--- src/rtl/mem_port_arbiter_if.sv ---
// Bundle of fetch, load/store and memory-macro signals around mem_port_arbiter.
// slave is the arbiter's view; master is the view of the requesters plus memory.
interface mem_port_arbiter_if #(
    parameter int AW = 32,
    parameter int DW = 32
);
    logic          if_req;
    logic [AW-1:0] if_addr;
    logic          if_gnt;
    logic          if_rvalid;
    logic [DW-1:0] if_rdata;

    logic          d_req;
    logic          d_we;
    logic [AW-1:0] d_addr;
    logic [DW-1:0] d_wdata;
    logic          d_gnt;
    logic          d_rvalid;
    logic [DW-1:0] d_rdata;

    logic          mem_req;
    logic          mem_we;
    logic [AW-1:0] mem_addr;
    logic [DW-1:0] mem_wdata;
    logic          mem_ready;
    logic [DW-1:0] mem_rdata;

    logic          busy;
    logic          err;

    modport slave (
        input  if_req, if_addr, d_req, d_we, d_addr, d_wdata, mem_ready, mem_rdata,
        output if_gnt, if_rvalid, if_rdata, d_gnt, d_rvalid, d_rdata,
               mem_req, mem_we, mem_addr, mem_wdata, busy, err
    );

    modport master (
        output if_req, if_addr, d_req, d_we, d_addr, d_wdata, mem_ready, mem_rdata,
        input  if_gnt, if_rvalid, if_rdata, d_gnt, d_rvalid, d_rdata,
               mem_req, mem_we, mem_addr, mem_wdata, busy, err
    );
endinterface

--- src/rtl/mem_port_arbiter.sv ---
// Shares one single-ported memory between instruction fetch and load/store access.
// Optional access watchdog enabled by defining MEM_PORT_ARB_TIMEOUT_EN.
module mem_port_arbiter #(
    parameter int AW             = 32,
    parameter int DW             = 32,
    parameter int MAX_D_STREAK   = 4,
    parameter int TIMEOUT_CYCLES = 64
) (
    input  logic              clk,
    input  logic              rst_n,
    mem_port_arbiter_if.slave bus
);
    typedef enum logic [1:0] {IDLE, ACC_IF, ACC_D} state_t;

    localparam int STREAK_CLAMP = (MAX_D_STREAK < 1)  ? 1  :
                                  (MAX_D_STREAK > 15) ? 15 : MAX_D_STREAK;
    localparam logic [3:0] STREAK_LIMIT = 4'(STREAK_CLAMP);

    state_t        state_reg;
    logic [3:0]    streak_reg;
    logic          mem_req_reg;
    logic          mem_we_reg;
    logic [AW-1:0] mem_addr_reg;
    logic [DW-1:0] mem_wdata_reg;
    logic          if_rvalid_reg;
    logic [DW-1:0] if_rdata_reg;
    logic          d_rvalid_reg;
    logic [DW-1:0] d_rdata_reg;
    logic          pick_if;
    logic          pick_d;

`ifdef MEM_PORT_ARB_TIMEOUT_EN
    localparam int TO_W = (TIMEOUT_CYCLES > 1) ? $clog2(TIMEOUT_CYCLES) : 1;
    localparam logic [TO_W-1:0] TO_LAST = TO_W'(TIMEOUT_CYCLES - 1);
    logic [TO_W-1:0] to_cnt_reg;
    logic            err_reg;
    assign bus.err = err_reg;
`else
    // Without the watchdog the timeout limit has no role.
    logic [31:0] timeout_unused;
    assign timeout_unused = 32'(TIMEOUT_CYCLES);
    assign bus.err = 1'b0;
`endif

    // Grants are decided combinationally in IDLE; D wins ties until IF has waited too long.
    always_comb begin
        pick_if = 1'b0;
        pick_d  = 1'b0;
        if (rst_n && state_reg == IDLE) begin
            if (bus.if_req && bus.d_req) begin
                if (streak_reg == STREAK_LIMIT) pick_if = 1'b1;
                else                            pick_d  = 1'b1;
            end else begin
                pick_if = bus.if_req;
                pick_d  = bus.d_req;
            end
        end
    end

    always_ff @(posedge clk or negedge rst_n) begin
        if (!rst_n) begin
            state_reg     <= IDLE;
            streak_reg    <= 4'd0;
            mem_req_reg   <= 1'b0;
            mem_we_reg    <= 1'b0;
            mem_addr_reg  <= '0;
            mem_wdata_reg <= '0;
            if_rvalid_reg <= 1'b0;
            if_rdata_reg  <= '0;
            d_rvalid_reg  <= 1'b0;
            d_rdata_reg   <= '0;
`ifdef MEM_PORT_ARB_TIMEOUT_EN
            to_cnt_reg    <= '0;
            err_reg       <= 1'b0;
`endif
        end else begin
            if_rvalid_reg <= 1'b0;
            d_rvalid_reg  <= 1'b0;
`ifdef MEM_PORT_ARB_TIMEOUT_EN
            err_reg       <= 1'b0;
`endif
            case (state_reg)
                IDLE: begin
                    if (pick_if) begin
                        state_reg     <= ACC_IF;
                        mem_req_reg   <= 1'b1;
                        mem_we_reg    <= 1'b0;
                        mem_addr_reg  <= bus.if_addr;
                        mem_wdata_reg <= '0;
                        streak_reg    <= 4'd0;
`ifdef MEM_PORT_ARB_TIMEOUT_EN
                        to_cnt_reg    <= '0;
`endif
                    end else if (pick_d) begin
                        state_reg     <= ACC_D;
                        mem_req_reg   <= 1'b1;
                        mem_we_reg    <= bus.d_we;
                        mem_addr_reg  <= bus.d_addr;
                        mem_wdata_reg <= bus.d_wdata;
                        // Only a D win over a waiting fetch counts toward starvation.
                        if (!bus.if_req)                      streak_reg <= 4'd0;
                        else if (streak_reg != STREAK_LIMIT)  streak_reg <= streak_reg + 4'd1;
`ifdef MEM_PORT_ARB_TIMEOUT_EN
                        to_cnt_reg    <= '0;
`endif
                    end
                end
                ACC_IF, ACC_D: begin
                    if (bus.mem_ready) begin
                        state_reg   <= IDLE;
                        mem_req_reg <= 1'b0;
                        if (state_reg == ACC_IF) begin
                            if_rvalid_reg <= 1'b1;
                            if_rdata_reg  <= bus.mem_rdata;
                        end else begin
                            d_rvalid_reg  <= 1'b1;
                            d_rdata_reg   <= mem_we_reg ? '0 : bus.mem_rdata;
                        end
`ifdef MEM_PORT_ARB_TIMEOUT_EN
                    end else if (to_cnt_reg == TO_LAST) begin
                        state_reg   <= IDLE;
                        mem_req_reg <= 1'b0;
                        err_reg     <= 1'b1;
                        if (state_reg == ACC_IF) begin
                            if_rvalid_reg <= 1'b1;
                            if_rdata_reg  <= DW'(32'hDEAD_BEEF);
                        end else begin
                            d_rvalid_reg  <= 1'b1;
                            d_rdata_reg   <= DW'(32'hDEAD_BEEF);
                        end
                    end else begin
                        to_cnt_reg <= to_cnt_reg + 1'b1;
`endif
                    end
                end
                default: begin
                    state_reg   <= IDLE;
                    mem_req_reg <= 1'b0;
                end
            endcase
        end
    end

    assign bus.if_gnt    = pick_if;
    assign bus.d_gnt     = pick_d;
    assign bus.if_rvalid = if_rvalid_reg;
    assign bus.if_rdata  = if_rdata_reg;
    assign bus.d_rvalid  = d_rvalid_reg;
    assign bus.d_rdata   = d_rdata_reg;
    assign bus.mem_req   = mem_req_reg;
    assign bus.mem_we    = mem_we_reg;
    assign bus.mem_addr  = mem_addr_reg;
    assign bus.mem_wdata = mem_wdata_reg;
    assign bus.busy      = (state_reg != IDLE);
endmodule

--- src/flat_wrapper.sv ---
// flat-port wrapper written by rule: the top's interface ports become plain ports
module mem_port_arbiter_flat 
#(
    parameter int AW             = 32,
    parameter int DW             = 32,
    parameter int MAX_D_STREAK   = 4,
    parameter int TIMEOUT_CYCLES = 64
)
  (clk, rst_n, bus_if_req, bus_if_addr, bus_d_req, bus_d_we, bus_d_addr, bus_d_wdata, bus_mem_ready, bus_mem_rdata, bus_if_gnt, bus_if_rvalid, bus_if_rdata, bus_d_gnt, bus_d_rvalid, bus_d_rdata, bus_mem_req, bus_mem_we, bus_mem_addr, bus_mem_wdata, bus_busy, bus_err);
  mem_port_arbiter_if #(.AW(AW), .DW(DW)) bus_i ();
  input  logic clk;
  input  logic rst_n;
  input wire logic [$bits(bus_i.if_req)-1:0] bus_if_req;
  input wire logic [$bits(bus_i.if_addr)-1:0] bus_if_addr;
  input wire logic [$bits(bus_i.d_req)-1:0] bus_d_req;
  input wire logic [$bits(bus_i.d_we)-1:0] bus_d_we;
  input wire logic [$bits(bus_i.d_addr)-1:0] bus_d_addr;
  input wire logic [$bits(bus_i.d_wdata)-1:0] bus_d_wdata;
  input wire logic [$bits(bus_i.mem_ready)-1:0] bus_mem_ready;
  input wire logic [$bits(bus_i.mem_rdata)-1:0] bus_mem_rdata;
  output wire logic [$bits(bus_i.if_gnt)-1:0] bus_if_gnt;
  output wire logic [$bits(bus_i.if_rvalid)-1:0] bus_if_rvalid;
  output wire logic [$bits(bus_i.if_rdata)-1:0] bus_if_rdata;
  output wire logic [$bits(bus_i.d_gnt)-1:0] bus_d_gnt;
  output wire logic [$bits(bus_i.d_rvalid)-1:0] bus_d_rvalid;
  output wire logic [$bits(bus_i.d_rdata)-1:0] bus_d_rdata;
  output wire logic [$bits(bus_i.mem_req)-1:0] bus_mem_req;
  output wire logic [$bits(bus_i.mem_we)-1:0] bus_mem_we;
  output wire logic [$bits(bus_i.mem_addr)-1:0] bus_mem_addr;
  output wire logic [$bits(bus_i.mem_wdata)-1:0] bus_mem_wdata;
  output wire logic [$bits(bus_i.busy)-1:0] bus_busy;
  output wire logic [$bits(bus_i.err)-1:0] bus_err;
  assign bus_i.if_req = bus_if_req;
  assign bus_i.if_addr = bus_if_addr;
  assign bus_i.d_req = bus_d_req;
  assign bus_i.d_we = bus_d_we;
  assign bus_i.d_addr = bus_d_addr;
  assign bus_i.d_wdata = bus_d_wdata;
  assign bus_i.mem_ready = bus_mem_ready;
  assign bus_i.mem_rdata = bus_mem_rdata;
  assign bus_if_gnt = bus_i.if_gnt;
  assign bus_if_rvalid = bus_i.if_rvalid;
  assign bus_if_rdata = bus_i.if_rdata;
  assign bus_d_gnt = bus_i.d_gnt;
  assign bus_d_rvalid = bus_i.d_rvalid;
  assign bus_d_rdata = bus_i.d_rdata;
  assign bus_mem_req = bus_i.mem_req;
  assign bus_mem_we = bus_i.mem_we;
  assign bus_mem_addr = bus_i.mem_addr;
  assign bus_mem_wdata = bus_i.mem_wdata;
  assign bus_busy = bus_i.busy;
  assign bus_err = bus_i.err;
  mem_port_arbiter #(.AW(AW), .DW(DW), .MAX_D_STREAK(MAX_D_STREAK), .TIMEOUT_CYCLES(TIMEOUT_CYCLES)) u_core (.clk(clk), .rst_n(rst_n), .bus(bus_i));
endmodule
--- config.mk ---
export PLATFORM = sky130hd
export DESIGN_NAME = mem_port_arbiter_flat
export DESIGN_NICKNAME = d
export VERILOG_FILES = /design/src/rtl/mem_port_arbiter_if.sv /design/src/rtl/mem_port_arbiter.sv /design/src/flat_wrapper.sv
export SDC_FILE = /design/constraint.sdc
export NUM_CORES = 1
export LEC_CHECK = 0
export ABC_AREA = 0
export BUFFER_PORTS_ARGS = -buffer_cell sky130_fd_sc_hd__buf_2
export CAP_MARGIN = 20
export CORE_MARGIN = 2
export CORE_UTILIZATION = 40
export CTS_BUF_LIST = sky130_fd_sc_hd__clkbuf_8
export DETAILED_ROUTE_END_ITERATION = 10
export GPL_TIMING_DRIVEN = 0
export PLACE_DENSITY = 0.7
export REMOVE_ABC_BUFFERS = 1
export SYNTH_ARGS = -nofsm -noshare
export SYNTH_HDL_FRONTEND = slang
export SYNTH_SLANG_ARGS = --single-unit
export TNS_END_PERCENT = 100
--- constraint.sdc ---
create_clock -name clk -period 3.3 [get_ports clk]
set_clock_uncertainty 0.15 [all_clocks]
set_input_delay 0.33 -clock clk [delete_from_list [all_inputs] [get_ports clk]]
set_output_delay 0.33 -clock clk [all_outputs]
set_load 0.02 [all_outputs]
# Word level (Yosys, flattened, before mapping)
# Cells that the tools add are included.
dict set report classes {
  eq_ne 7
  mul 0
  div_mod_pow 0
  n_addsub 1
  bitwise 1
  order_cmp 0
  n_mux 31
  n_reduce_logical 11
  shift 0
}
# op n
set op_table {}
lappend op_table {{$mux W32} 5}
lappend op_table {{$mux W1} 17}
lappend op_table {{$mux W4} 4}
lappend op_table {{$reduce_and A3 Y1} 3}
lappend op_table {{$mux W2} 3}
lappend op_table {{$add A4 B1 Y4 const B} 1}
lappend op_table {{$eq A4 B3 Y1 const B} 1}
lappend op_table {{$ne A4 B3 Y1 const B} 1}
lappend op_table {{$pmux W2 S2} 1}
lappend op_table {{$reduce_and A2 Y1} 2}
lappend op_table {{$reduce_bool A2 Y1} 2}
lappend op_table {{$ne A3 B1 Y1 const B} 1}
lappend op_table {{$ne A3 B3 Y1 const B} 1}
lappend op_table {{$eq A2 B1 Y1 const B} 1}
lappend op_table {{$eq A2 B2 Y1 const B} 1}
lappend op_table {{$logic_and A1 B1 Y1} 2}
lappend op_table {{$logic_not A2 Y1} 1}
lappend op_table {{$ne A2 B2 Y1 const B} 1}
lappend op_table {{$pmux W1 S2} 1}
lappend op_table {{$reduce_or A2 Y1} 1}
lappend op_table {{$not A1 Y1} 1}
dict set report word_totals {
  mem_bits_rw 0
  elab_cells 61
  out_inout_bits 136
  input_bits 134
  n_memories 0
  register_bits 138
  latchBits 0
  romBits 0
}

# Logic depth before layout (Yosys ltp)
dict set report logic_depth {
  word_depth 7
  ltp_mapped 8
  depth_no_buf 6
}

# Worst setup path after synthesis
# No wires, ideal clock.
dict set report synth_path {
  path_kind {register to output}
  startpoint {reg u_core.state_reg[0]}
  endpoint {out bus_if_gnt}
  path_slack_ps 1476
  path_stages_with_launch 8
  t_arrival_ps 1344
  n_path_buf 2
  t_required_ps 2820
  cell_sequence {dfrtp_1 -> inv_1 -> ha_1 -> buf_2 -> nand3_1 -> a21o_1 -> inv_2 -> buf_2}
}
dict set report synth_between {
  elab_chain_cells 3
}
# item line_no
set synth_rtl {}
lappend synth_rtl {{from (decl)} mem_port_arbiter.sv:19} ;# state_t state_reg;
lappend synth_rtl {{from (signal assigned)} mem_port_arbiter.sv:62} ;# state_reg <= IDLE;
lappend synth_rtl {{from (signal assigned)} mem_port_arbiter.sv:85} ;# state_reg <= ACC_IF;
lappend synth_rtl {{from (signal assigned)} mem_port_arbiter.sv:95} ;# state_reg <= ACC_D;
lappend synth_rtl {{$logic_not A2 Y1} mem_port_arbiter.sv:49} ;# if (rst_n && state_reg == IDLE) begin
lappend synth_rtl {{$logic_and A1 B1 Y1} mem_port_arbiter.sv:49}
lappend synth_rtl {{$mux W1} mem_port_arbiter.sv:49}
lappend synth_rtl {{to (decl)} flat_wrapper.sv:21} ;# output wire logic [$bits(bus_i.if_gnt)-1:0] bus_if_gnt;
# Every way passes these cells.

# Worst setup path after layout
# Same ends and word-level chain as after synthesis.

==> flow_metrics.env <==
export IMPL_synth_edf_count=0
export IMPL_fp_dieArea_um2=15400
export IMPL_cts_buffers=17
export IMPL_syn_to_final_growth_pct=53.9
export IMPL_dp_cells=930
export IMPL_port_buffer_count=268
export IMPL_cts_sinks=138
export IMPL_cts_tree="done"
export IMPL_layoutNonFillerInstCount=1084
export IMPL_io_pins=270
export IMPL_clockBufferDepth=2
export IMPL_dpl_cell_area_um2=7290
export IMPL_critPathMaxFanout=35
export IMPL_htreeDepth=4
export IMPL_grt_max_degree=80
export IMPL_grt_pass1_wl_um=25400
export IMPL_max_cap_violations=0
export IMPL_slew_viol_final=0
export IMPL_hpwl_um=11000
export IMPL_yosys_top_cells_area="dfrtp_1 (60%), nand2b_1 (6.8%), nand2_1 (6.6%), mux2_2 (6.2%), o221a_1 (5.9%)"
export IMPL_dr_pass1_iters=5
export IMPL_wl_per_cell_um=15.8
export IMPL_antenna_found_initial=2
export IMPL_fp_row_count=43
export IMPL_die_x_um=124
export IMPL_postRouteAntennaNets=0
export IMPL_hp_class="input pin to flop"
export IMPL_clk_latency_ps=430
export IMPL_yosysTopAreaCellShare=0.598
export IMPL_fmax_mhz=333
export IMPL_ys_async_sr_fraction=1.00
export IMPL_rsz0062_at_grt="no"
export IMPL_die_y_um=124
export IMPL_fin_crit_sh=0.910
export IMPL_syn_avg_cell_area_um2=11.3
export IMPL_path_clk_slew_ps=90
export IMPL_grt_overflow=0
export IMPL_grt_pass1_vias=5230
export IMPL_avgViaCountPerCell=4.90
export IMPL_post_place_ws_ps=545
export IMPL_worst_slack_ps=298
export IMPL_arrival_ps=2520
export IMPL_critPathLaunchType="flop"
export IMPL_status="finished clean"
export IMPL_critPathCaptureType="output pin"
export IMPL_relSlewSlack=0.264
export IMPL_tightest_slew_ps=1100
export IMPL_synthCells=513
export IMPL_post_cts_buffers=0
export IMPL_regArea_um2=3450
export IMPL_dr_first_iter_drc_count=284
export IMPL_clock_root_buffer="clkbuf_8"
export IMPL_ys_ff_latch=138
export IMPL_syn_area_um2=5770
export IMPL_critPathRequiredTime_ps=2820
export IMPL_postLayoutCellArea_um2=8880
export IMPL_irDropWorstVdd_uv=412
export IMPL_ys_seq_area_frac=0.598
export IMPL_p_leak_nw=4.39
export IMPL_route_detailed_drc=0
export IMPL_ys_warn_count=0
export IMPL_fill_cells=1069
export IMPL_multi_input_area_um2=2100
export IMPL_hold_viol_final=0
export IMPL_synthTopCellsByCount="dfrtp_1 (138), nand2_1 (101), nand2b_1 (63)"
export IMPL_track_usage=0.215
export IMPL_yosysUniqueCellTypes=37
export IMPL_drive_above_1_share=0.380
export IMPL_fin_crit_ps=3000
export IMPL_yosysMostFrequentCell="dfrtp_1"
export IMPL_nNetsFinal=1028
export IMPL_synthFlopType="dfrtp_1"
export IMPL_vias=5311
export IMPL_initial_core_util=0.413
export IMPL_power_density_nw_per_um2=901
export IMPL_design_core_area_um2=14000
export IMPL_wl_um=17200
export IMPL_yosys_area_top_type="dfrtp_1"
export IMPL_globalplace_congestion=0.755
export IMPL_finalSetupViolCount=0
export IMPL_crit_type="flop to output pin"
## area by class of cell
| cell class | count | area share |
|---|---|---|
| clock buffers | 17 | 0.0263 |
| diodes | 1 | 0.000282 |
| multi-input cells | 329 | 0.237 |
| clock inverters | 15 | 0.0141 |
| well taps | 180 | 0.0253 |
| inverters | 9 | 0.00380 |
| flip-flops and latches | 138 | 0.389 |
| repair buffers | 395 | 0.305 |
## stage by stage
step / utilization / setup TNS (ps) / total power, W / hold WS, ps
after global placement: 0.511 / -208030 / 0.00622 / 307
final: 0.635 / 0 / 0.00800 / 31.5
after floorplan: - / 0 / 0.00504 / -116
after global routing: 0.635 / 0 / 0.00852 / 15.3
after detailed placement: 0.521 / 0 / 0.00644 / 289
after CTS: 0.635 / 0 / 0.00804 / 0.399
## layer usage
metal  part of all wire  vias up  track usage
li1                   -     2510            -
met1               0.40     2517        0.245
met2               0.49      250        0.372
met3              0.086       34       0.0655
met4              0.021        0       0.0962
met5                  0        -            0
## worst paths after layout
| path | startpoint | endpoint | slack, ps | cells past startpoint |
|---|---|---|---|---|
| worst max register to register | u_core.state_reg[0]$_DFFE_PN0P_ | u_core.bus.mem_addr[31]$_DFFE_PN0P_ | 430 | 7 |
| min in group asynchronous | rst_n | u_core.bus.d_rdata[13]$_DFFE_PN0P_ | 370 | 3 |
| worst min-delay path | bus_d_addr[19] | u_core.bus.mem_addr[19]$_DFFE_PN0P_ | 30 | 2 |
| worst max-delay path | u_core.state_reg[0]$_DFFE_PN0P_ | bus_if_gnt | 300 | 6 |
| worst min register to register | u_core.bus.d_rdata[22]$_DFFE_PN0P_ | u_core.bus.d_rdata[22]$_DFFE_PN0P_ | 330 | 2 |
| max in group asynchronous | rst_n | u_core.streak_reg[3]$_DFFE_PN0P_ | 2260 | 3 |
## power by group
part / switching (W) / internal [W] / leakage (nW) / total, W
Clock: 0.000667 / 0.000591 / 0.178 / 0.00126
Combinational: 0.00220 / 0.00166 / 2.52 / 0.00386
Sequential: 0.000437 / 0.00245 / 1.70 / 0.00289
Total: 0.00330 / 0.00470 / 4.39 / 0.00800
## logic make-up (layout without fill, tap and decap cells)
group	Yosys count	after routing	synth area share
buf+inv	46	436	0.0399
compound gates	109	109	0.136
mux	32	32	0.0624
other cells	1	2	0.000650
fa+ha+maj	4	4	0.00867
simple gates	183	183	0.154
flops	138	138	0.598
## placed cells by master, fill, tap and decap left out, types with 2 or more instances in the layout
cell type / count
buf_2: 267
dfrtp_1: 138
dlygate4sd3_1: 120
nand2_1: 101
nand2b_1: 63
a21oi_1: 34
mux2_2: 32
o221a_1: 30
o21ai_0: 27
clkbuf_8: 17
inv_1: 8
o21ai_1: 6
clkinv_2: 6
nand3_1: 4
ha_1: 4
clkinvlp_4: 4
buf_16: 4
nor2_1: 3
nand3b_1: 2
and4_1: 2
and2_1: 2
a221o_1: 2
clkinv_4: 2
inv_6: 2
buf_8: 2
## critical path, cell delays in order (launching register included)
cell	delay [ps]
dfrtp_1	410
inv_1	70
ha_1	360
nand3_1	120
a21o_1	310
inv_2	520
buf_2	280
## timing repair
action | in CTS | in global routing
hold buffers | 121 | 0
gates resized for setup | 0 | 0
hold endpoints to repair | 200 | 0
Power figures use the tool's default switching activity.
